## config.mk

```make
export PLATFORM = sky130hd
export DESIGN_NAME = dmem_arbiter
export DESIGN_NICKNAME = d
export VERILOG_FILES = /design/src/rtl/dmem_arb_pkg.sv /design/src/rtl/dmem_arb_pick.sv /design/src/rtl/dmem_arbiter.sv
export SDC_FILE = /design/constraint.sdc
export NUM_CORES = 1
export LEC_CHECK = 0
export CAP_MARGIN = 20
export CORE_ASPECT_RATIO = 0.75
export CORE_MARGIN = 3
export CORE_UTILIZATION = 40
export DETAILED_ROUTE_END_ITERATION = 10
export PLACE_DENSITY_LB_ADDON = 0.12
export SKIP_LAST_GASP = 1
export SYNTH_ARGS = -nofsm -noshare
export SYNTH_HDL_FRONTEND = slang
export SYNTH_SLANG_ARGS = --single-unit
```

## constraint.sdc

```tcl
create_clock -name clk_i -period 4.8 [get_ports clk_i]
set_clock_uncertainty 0.1 [all_clocks]
set_input_delay 1.2 -clock clk_i [delete_from_list [all_inputs] [get_ports clk_i]]
set_output_delay 1.2 -clock clk_i [all_outputs]
set_load 0.005 [all_outputs]
```

## src/rtl/dmem_arb_pkg.sv

```systemverilog
// ============================================================================
// Module  : dmem_arb_pkg
// Brief   : Shared state encoding and default widths for the dmem arbiter.
// Revision: 1.0 - initial release
// ============================================================================
`default_nettype none

package dmem_arb_pkg;

  localparam int C_ADDR_W_DFLT = 4;
  localparam int C_DATA_W_DFLT = 8;

  typedef enum logic [1:0] {
    IDLE    = 2'd0,
    GNT_CPU = 2'd1,
    GNT_DBG = 2'd2
  } arb_state_e;

endpackage : dmem_arb_pkg

`default_nettype wire

```

## src/rtl/dmem_arb_pick.sv

```systemverilog
// ============================================================================
// Module  : dmem_arb_pick
// Brief   : Combinational winner selection between CPU and DBG requesters.
// Revision: 1.0 - initial release
// ============================================================================
`default_nettype none

module dmem_arb_pick (
  input  logic cpu_req_i,
  input  logic dbg_req_i,
  input  logic prio_dbg_i,
  output logic win_cpu_o,
  output logic win_dbg_o
);

  // prio_dbg_i only matters on contention; history policy lives in the parent.
  always_comb begin
    win_cpu_o = 1'b0;
    win_dbg_o = 1'b0;
    unique case ({cpu_req_i, dbg_req_i})
      2'b10:   win_cpu_o = 1'b1;
      2'b01:   win_dbg_o = 1'b1;
      2'b11: begin
        win_cpu_o = ~prio_dbg_i;
        win_dbg_o = prio_dbg_i;
      end
      default: begin
        win_cpu_o = 1'b0;
        win_dbg_o = 1'b0;
      end
    endcase
  end

endmodule : dmem_arb_pick

`default_nettype wire

```

## src/rtl/dmem_arbiter.sv

```systemverilog
// ============================================================================
// Module  : dmem_arbiter
// Brief   : Two-port (CPU / debug) data-memory arbiter with registered grants.
//           Define DMEM_ARB_ROUND_ROBIN_EN for round-robin arbitration instead
//           of fixed CPU priority with a DBG starvation guard.
// Revision: 1.0 - initial release
// ============================================================================
`default_nettype none

module dmem_arbiter
  import dmem_arb_pkg::*;
#(
  parameter int ADDR_W     = C_ADDR_W_DFLT,
  parameter int DATA_W     = C_DATA_W_DFLT,
  parameter int STARVE_MAX = 7
) (
  input  logic              clk_i,
  input  logic              rst_ni,

  input  logic              cpu_req_i,
  input  logic              cpu_we_i,
  input  logic [ADDR_W-1:0] cpu_addr_i,
  input  logic [DATA_W-1:0] cpu_wdata_i,
  output logic              cpu_gnt_o,
  output logic              cpu_rvalid_o,
  output logic [DATA_W-1:0] cpu_rdata_o,

  input  logic              dbg_req_i,
  input  logic              dbg_we_i,
  input  logic [ADDR_W-1:0] dbg_addr_i,
  input  logic [DATA_W-1:0] dbg_wdata_i,
  output logic              dbg_gnt_o,
  output logic              dbg_rvalid_o,
  output logic [DATA_W-1:0] dbg_rdata_o,

  output logic              mem_we_o,
  output logic [ADDR_W-1:0] mem_waddr_o,
  output logic [DATA_W-1:0] mem_wdata_o,
  output logic [ADDR_W-1:0] mem_raddr_o,
  input  logic [DATA_W-1:0] mem_rdata_i
);

  arb_state_e        state_q, state_d;
  logic              run_q;
  logic              cpu_gnt_q, dbg_gnt_q;
  logic              cpu_rvalid_q, dbg_rvalid_q;
  logic [DATA_W-1:0] cpu_rdata_q, dbg_rdata_q;

  logic              prio_dbg;
  logic              win_cpu, win_dbg;
  logic              cpu_rd, dbg_rd;

  dmem_arb_pick u_pick (
    .cpu_req_i  (cpu_req_i),
    .dbg_req_i  (dbg_req_i),
    .prio_dbg_i (prio_dbg),
    .win_cpu_o  (win_cpu),
    .win_dbg_o  (win_dbg)
  );

  // run_q holds arbitration off for the first edge after reset release.
  always_comb begin
    state_d = IDLE;
    if (run_q) begin
      if (win_cpu) begin
        state_d = GNT_CPU;
      end else if (win_dbg) begin
        state_d = GNT_DBG;
      end
    end
  end

`ifdef DMEM_ARB_ROUND_ROBIN_EN
  logic last_dbg_q;

  assign prio_dbg = ~last_dbg_q;

  always_ff @(posedge clk_i or negedge rst_ni) begin
    if (!rst_ni) begin
      last_dbg_q <= 1'b1;
    end else if (state_d == GNT_CPU) begin
      last_dbg_q <= 1'b0;
    end else if (state_d == GNT_DBG) begin
      last_dbg_q <= 1'b1;
    end
  end
`else
  localparam int CNT_W = (STARVE_MAX < 1) ? 1 : $clog2(STARVE_MAX + 1);
  localparam logic [CNT_W-1:0] CNT_MAX = CNT_W'(STARVE_MAX);

  logic [CNT_W-1:0] starve_q;

  assign prio_dbg = (starve_q == CNT_MAX);

  // Counts CPU wins decided while DBG is waiting; the DBG win that follows clears it.
  always_ff @(posedge clk_i or negedge rst_ni) begin
    if (!rst_ni) begin
      starve_q <= '0;
    end else if (!dbg_req_i || (state_d == GNT_DBG)) begin
      starve_q <= '0;
    end else if ((state_d == GNT_CPU) && (starve_q != CNT_MAX)) begin
      starve_q <= starve_q + 1'b1;
    end
  end
`endif

  assign cpu_rd = (state_q == GNT_CPU) && !cpu_we_i;
  assign dbg_rd = (state_q == GNT_DBG) && !dbg_we_i;

  always_ff @(posedge clk_i or negedge rst_ni) begin
    if (!rst_ni) begin
      state_q      <= IDLE;
      run_q        <= 1'b0;
      cpu_gnt_q    <= 1'b0;
      dbg_gnt_q    <= 1'b0;
      cpu_rvalid_q <= 1'b0;
      dbg_rvalid_q <= 1'b0;
      cpu_rdata_q  <= '0;
      dbg_rdata_q  <= '0;
    end else begin
      run_q        <= 1'b1;
      state_q      <= state_d;
      cpu_gnt_q    <= (state_d == GNT_CPU);
      dbg_gnt_q    <= (state_d == GNT_DBG);
      cpu_rvalid_q <= cpu_rd;
      dbg_rvalid_q <= dbg_rd;
      if (cpu_rd) begin
        cpu_rdata_q <= mem_rdata_i;
      end
      if (dbg_rd) begin
        dbg_rdata_q <= mem_rdata_i;
      end
    end
  end

  // Decoded from state_q so an asynchronous reset drops mem_we at once.
  always_comb begin
    mem_we_o    = 1'b0;
    mem_waddr_o = '0;
    mem_wdata_o = '0;
    mem_raddr_o = '0;
    unique case (state_q)
      GNT_CPU: begin
        mem_we_o    = cpu_we_i;
        mem_waddr_o = cpu_addr_i;
        mem_raddr_o = cpu_addr_i;
        mem_wdata_o = cpu_wdata_i;
      end
      GNT_DBG: begin
        mem_we_o    = dbg_we_i;
        mem_waddr_o = dbg_addr_i;
        mem_raddr_o = dbg_addr_i;
        mem_wdata_o = dbg_wdata_i;
      end
      default: begin
        mem_we_o    = 1'b0;
        mem_waddr_o = '0;
        mem_wdata_o = '0;
        mem_raddr_o = '0;
      end
    endcase
  end

  assign cpu_gnt_o    = cpu_gnt_q;
  assign dbg_gnt_o    = dbg_gnt_q;
  assign cpu_rvalid_o = cpu_rvalid_q;
  assign dbg_rvalid_o = dbg_rvalid_q;
  assign cpu_rdata_o  = cpu_rdata_q;
  assign dbg_rdata_o  = dbg_rdata_q;

  a_one_gnt : assert property (@(posedge clk_i) disable iff (!rst_ni)
                               !(cpu_gnt_q && dbg_gnt_q));

endmodule : dmem_arbiter

`default_nettype wire

```

== Word-level counts from Yosys, hierarchy flattened ==
Index checks and enable logic that the tools add are counted.

* Bits in registers: 26
* Word-level logic and storage cells: 38
* Bits of input ports: 38

* Add/subtract/negate cells: 1
* Bitwise operators: 1
* Equality and inequality tests: 9
* Reductions and logical operators: 8
* Mux-type cells: 10

{| class="wikitable"
|+ Operators with widths
! kind !! count
|-
| $pmux W8 S2 || 1
|-
| $eq A2 B2 Y1 const B || 4
|-
| $pmux W4 S2 || 1
|-
| $eq A2 B1 Y1 const B || 3
|-
| $mux W2 || 3
|-
| $mux W3 || 2
|-
| $pmux W1 S2 || 3
|-
| $add A3 B1 Y3 const B || 1
|-
| $eq A3 B3 Y1 const B || 1
|-
| $logic_and A1 B1 Y1 || 3
|-
| $logic_not A1 Y1 || 3
|-
| $ne A3 B3 Y1 const B || 1
|-
| $reduce_bool A2 Y1 || 1
|-
| $logic_or A1 B1 Y1 || 1
|-
| $not A1 Y1 || 1
|}

== Logic depth before layout (Yosys ltp) ==
* Word-level depth: 9
* Depth in mapped cells: 6
* Mapped depth without buffers: 4

== By module ==
A second synthesis with hierarchy kept.

* Cell total of the unflattened synthesis: 100
* Area total of the unflattened synthesis: 1260.0 um^2

{| class="wikitable"
|+ By module, submodules not included
! module !! cells each !! area each (um^2) !! times used
|-
| dmem_arbiter || 97 || 1241.2 || 1
|-
| dmem_arb_pick || 3 || 18.8 || 1
|}

== Worst setup path before layout ==
Ideal clock, no wire load.

* Path kind: input -> output
* From: input dbg_addr_i[1]
* To: output mem_waddr_o[1]
* Stages on the path: 3
* Path buffers: 1
* Setup slack: 1.919 ns
* Data arrival time: 1.581 ns
* Cells stage by stage: a22oi_1 nor2_1 buf_4

* Cells in the longest elaborated chain, start to end: 1

{| class="wikitable"
|+ RTL lines
! what !! line !! text
|-
| start, declared || dmem_arbiter.sv:30 || <nowiki>input logic [ADDR_W-1:0] dbg_addr_i,</nowiki>
|-
| $pmux W4 S2 || n/a ||
|-
| end, declared || dmem_arbiter.sv:37 || <nowiki>output logic [ADDR_W-1:0] mem_waddr_o,</nowiki>
|}

Every way passes these cells.

== Worst setup path in the final report ==
* From: input cpu_we_i
* To: output mem_we_o

* Cells in the longest elaborated chain, start to end: 1

{| class="wikitable"
|+ RTL lines
! what !! line !! text
|-
| start, declared || dmem_arbiter.sv:21 || <nowiki>input logic cpu_we_i,</nowiki>
|-
| $pmux W1 S2 || dmem_arbiter.sv:142 || <nowiki>unique case (state_q)</nowiki>
|-
| end, declared || dmem_arbiter.sv:36 || <nowiki>output logic mem_we_o,</nowiki>
|}

Every way passes these cells.

==> results_tabular.tex <==
\begin{tabular}{lr}
\hline
Metric & Value \\
\hline
\multicolumn{2}{l}{\textbf{Drt}} \\
\quad Detailed-route vias per instance & 5.02 \\
\quad Drt total wl & 3330 µm \\
\quad DRC Markers & 0 \\
\quad Overall via count from detail\_route & 1039 \\
\quad Number of nets still failing antenna checks after routing & 0 \\
\quad First-pass DRT Iterations & 4 \\
\quad WL/cell & between 15 and 20 µm \\
\quad Detailed Route Iter0 Violations & 27 \\
\multicolumn{2}{l}{\textbf{Clock network}} \\
\quad Root Buffer Master & clkbuf\_8 \\
\quad Number of buffers inserted by hold repair at cts & 0 \\
\quad Longest Clk Path Bufs & 2 \\
\quad Clock insertion delay at the later pin of the skew report & 260 ps \\
\quad Total CTS buffers & 3 \\
\quad CTS resizes & 0 \\
\quad Clock-pin transition on the worst setup and hold timing paths & around 80 ps \\
\quad Depth of the CTS H-tree & 1 \\
\quad Post-CTS Setup Bufs & 0 \\
\quad CTS tree & done \\
\quad TritonCTS Sinks & 25 \\
\multicolumn{2}{l}{\textbf{Finish}} \\
\quad Ant. Diodes & 0 \\
\quad Layout fillers & 204 \\
\quad Area Overhead vs Synth & 63.1\% \\
\quad Fraction of layout cells with a size suffix above 1 & 13.5\% \\
\quad Footprint of the multi-input gates & 554 µm² \\
\quad Area used by sequential logic in the layout & 626 µm² \\
\quad Final Non-Filler Cells & 207 \\
\quad Number of nets in the final layout & 214 \\
\quad Util after Layout & 73.4\% \\
\multicolumn{2}{l}{\textbf{STA}} \\
\quad Relative max-transition margin & 57.9\% \\
\quad \# setup viols final & 0 \\
\quad Setup slack after layout & 1030 ps \\
\quad Fmax achieved & 265 MHz \\
\quad Slew of the pin with the lowest slew margin & 632 ps \\
\quad Hold Slack & 417 ps \\
\quad Hold Vio Cnt, Final & 0 \\
\quad Tcrit/Tclk final & 78.6\% \\
\quad Max-slew violation count & 0 \\
\quad Final sum of negative setup slack & 0 ps \\
\quad Time the final worst path needs with I/O delays and setup & 3770 ps \\
\quad RSZ-0062 raised after global routing & no \\
\multicolumn{2}{l}{\textbf{Yosys}} \\
\quad Share of synthesized cell area in and, or, nand and nor gates & 9.92\% \\
\quad Post-synth top area share & 49.6\% \\
\quad Syn Area/Cell & 12.5 µm² \\
\quad Number of distinct library cells after synthesis & 20 \\
\quad Largest area contributor in the netlist & dfrtp\_1 \\
\quad Number of nets in the synthesized netlist & approximately 140 \\
\quad Xor-xnor portion of the synthesized cell area & 0\% \\
\quad Most area-consuming cells after synthesis & dfrtp\_1 (50\%), mux2\_4 (19\%), a22oi\_1 (7.7\%) \\
\quad Multiplexer fraction of the synthesized cell area & 19.0\% \\
\quad Yosys reg bits & 25 \\
\quad Synthesized-area fraction occupied by adder cells & 3.97\% \\
\quad Count of synthesis-stage warnings from yosys & 0 \\
\quad Mapped Area & 1260 µm² \\
\quad Complex-gate fraction of the synthesized area & between 10\% and 20\% \\
\quad Proportion of synthesized chip area in sequential cells & 49.6\% \\
\quad Gate Count Post-Synth & 101 \\
\quad Largest family of logic cells by synthesized area & multiplexers \\
\multicolumn{2}{l}{\textbf{Critical path}} \\
\quad Worst-path cell chain & clkdlybuf4s50\_1 -> a22oi\_1 -> nor2\_1 -> clkdlybuf4s50\_1 \\
\quad Crit-path max cell delay & $\sim$530 ps \\
\quad CP Class & input pin to output port \\
\quad Cell with the biggest individual delay on the critical path & clkdlybuf4s50\_1 \\
\quad Highest net fanout along the worst path & 2 \\
\quad Endpoint required time on the critical path & 3500 ps \\
\quad Worst path arrival time & 2470 ps \\
\quad Startpoint kind of the worst setup timing path & input pin \\
\quad Capturing element type of the critical path & output port \\
\quad Crit-path most repeated cell & clkdlybuf4s50\_1 \\
\multicolumn{2}{l}{\textbf{Run}} \\
\quad Max\_cap viols & 0 \\
\multicolumn{2}{l}{\textbf{Global route}} \\
\quad Maximum number of pins on one net before global-route repair & 26 \\
\quad Global router's overall resource usage & between 10\% and 20\% \\
\quad Number of global-route vias before repair & 1077 \\
\quad Wire length of the first global-routing pass & 5190 µm \\
\quad Total congestion overflow after global routing & 0 \\
\quad Number of antenna violations at the first check in global routing & 0 \\
\multicolumn{2}{l}{\textbf{Placement}} \\
\quad PortBufs & 74 \\
\quad Placed cells & between 200 and 250 \\
\quad Half-perimeter wire length of the detailed placement result & 2590 µm \\
\quad RD Place Congestion & a little over 0.8 \\
\quad Post-place setup slack & 1030 ps \\
\multicolumn{2}{l}{\textbf{Power and ir drop}} \\
\quad Leakage & between 0.8 and 0.9 nW \\
\quad Power per cell area & $\sim$280 nW/µm² \\
\quad Maximum vdd drop & approximately 0.24 mV \\
\multicolumn{2}{l}{\textbf{Floorplan}} \\
\quad Floorplan die area & 3870 µm² \\
\quad Number of placed I/O pins & 75 \\
\quad Die W & 70.8 µm \\
\quad Number of rows in the core area & 16 \\
\quad Die height & 54.6 µm \\
\quad Placeable core region & $\sim$2800 µm² \\
\quad Initial standard-cell utilization of the core & roughly 45\% \\
\multicolumn{2}{l}{\textbf{Run status}} \\
\quad Status & finished, final reports clean \\
\multicolumn{2}{l}{\textbf{Worst hold path}} \\
\quad Hold/Removal Path Class & flip-flop to flip-flop \\
\hline
\end{tabular}
==> critical path, delay by kind of cell <==
kind,cells,cell delay (ps)
AO/OA/AOI/OAI,1,90
buffers and inverters,2,1040
AND/OR/NAND/NOR,1,130
==> worst paths after layout <==
check | startpoint | end | slack [ps] | cells past startpoint
setup / recovery | cpu_we_i | mem_we_o | 1030 | 4
hold / removal | cpu_rdata_o[0]$_DFFE_PN0P_ | cpu_rdata_o[0]$_DFFE_PN0P_ | 420 | 1
setup reg to reg | cpu_gnt_o$_DFF_PN0_ | dbg_rdata_o[6]$_DFFE_PN0P_ | 2760 | 4
hold reg to reg | cpu_rdata_o[0]$_DFFE_PN0P_ | cpu_rdata_o[0]$_DFFE_PN0P_ | 420 | 1
max in group asynchronous | rst_ni | cpu_rdata_o[0]$_DFFE_PN0P_ | 3110 | 2
min in group asynchronous | rst_ni | cpu_rdata_o[1]$_DFFE_PN0P_ | 1090 | 1
==> metal layers <==
| metal | global-route usage [%] | up-vias | share of wire (%) |
|---|---|---|---|
| met5 | 0 | - | 0 |
| met4 | 3.13 | 0 | 0.24 |
| met3 | 4.95 | 2 | 5.6 |
| met2 | 31.5 | 36 | 53 |
| met1 | 21.3 | 513 | 41 |
| li1 | - | 488 | - |
==> where the power goes <==
group / switching [W] / internal (W) / leakage, nW
combinational: 0.0000508 / 0.000134 / 0.547
sequential: 0.0000205 / 0.000243 / 0.312
clock: 0.0000638 / 0.0000587 / 0.0217
==> cell type report <==
cell class,count,area share [%]
Multi-Input combinational cell,63,26.9
Inverter,4,0.730
Tap cell,36,2.19
Timing Repair Buffer,75,37.3
Sequential cell,25,30.4
Clock buffer,3,2.01
Clock inverter,1,0.365
==> stage by stage <==
step / total power (W) / area (µm²)
floorplan: 0.000332 / 1260
global placement: 0.000445 / 1980
detailed placement: 0.000450 / 1980
CTS: 0.000575 / 2030
global route: 0.000601 / 2060
finish: 0.000572 / 2060
==> cells in the mapped netlist <==
cell type  number
dfrtp_1        25
mux2_4         16
a22oi_1        13
nor2_1         13
buf_4           4
ha_1            4
inv_1           4
a21oi_1         3
nand2b_1        3
a21boi_0        2
buf_2           2
buf_6           2
nand2_1         2
nand4b_1        2
and4bb_2        1
buf_1           1
conb_1          1
nor2b_1         1
nor2b_4         1
o21a_1          1
==> cells in the final DEF (no fill, tap or decap), drive strengths merged, types with 2 or more instances in the layout <==
| cell type | Yosys | routed |
|---|---|---|
| a21boi | 2 | 2 |
| a21oi | 3 | 3 |
| a22oi | 13 | 13 |
| clkbuf | 0 | 3 |
| clkdlybuf4s50 | 0 | 74 |
| dfrtp | 25 | 25 |
| ha | 4 | 4 |
| inv | 4 | 4 |
| mux2 | 16 | 16 |
| nand2 | 2 | 2 |
| nand2b | 3 | 3 |
| nand4b | 2 | 2 |
| nor2 | 13 | 13 |
| nor2b | 2 | 2 |
==> cell families after synthesis <==
family | after synthesis
muxes | 16
AOI/OAI and AO/OA | 19
adders and majority gates | 4
other | 1
DFF | 25
buffers and inverters | 13
and+or+nand+nor | 23
==> state kept, by name, indices dropped and copies added, names as in the netlist <==
signal,cells
dbg_gnt_o,1
run_q,1
cpu_gnt_o,1
dbg_rdata_o,8
state_q,1
cpu_rdata_o,8
dbg_rvalid_o,1
starve_q,3
cpu_rvalid_o,1
Power figures use the tool's default switching activity.
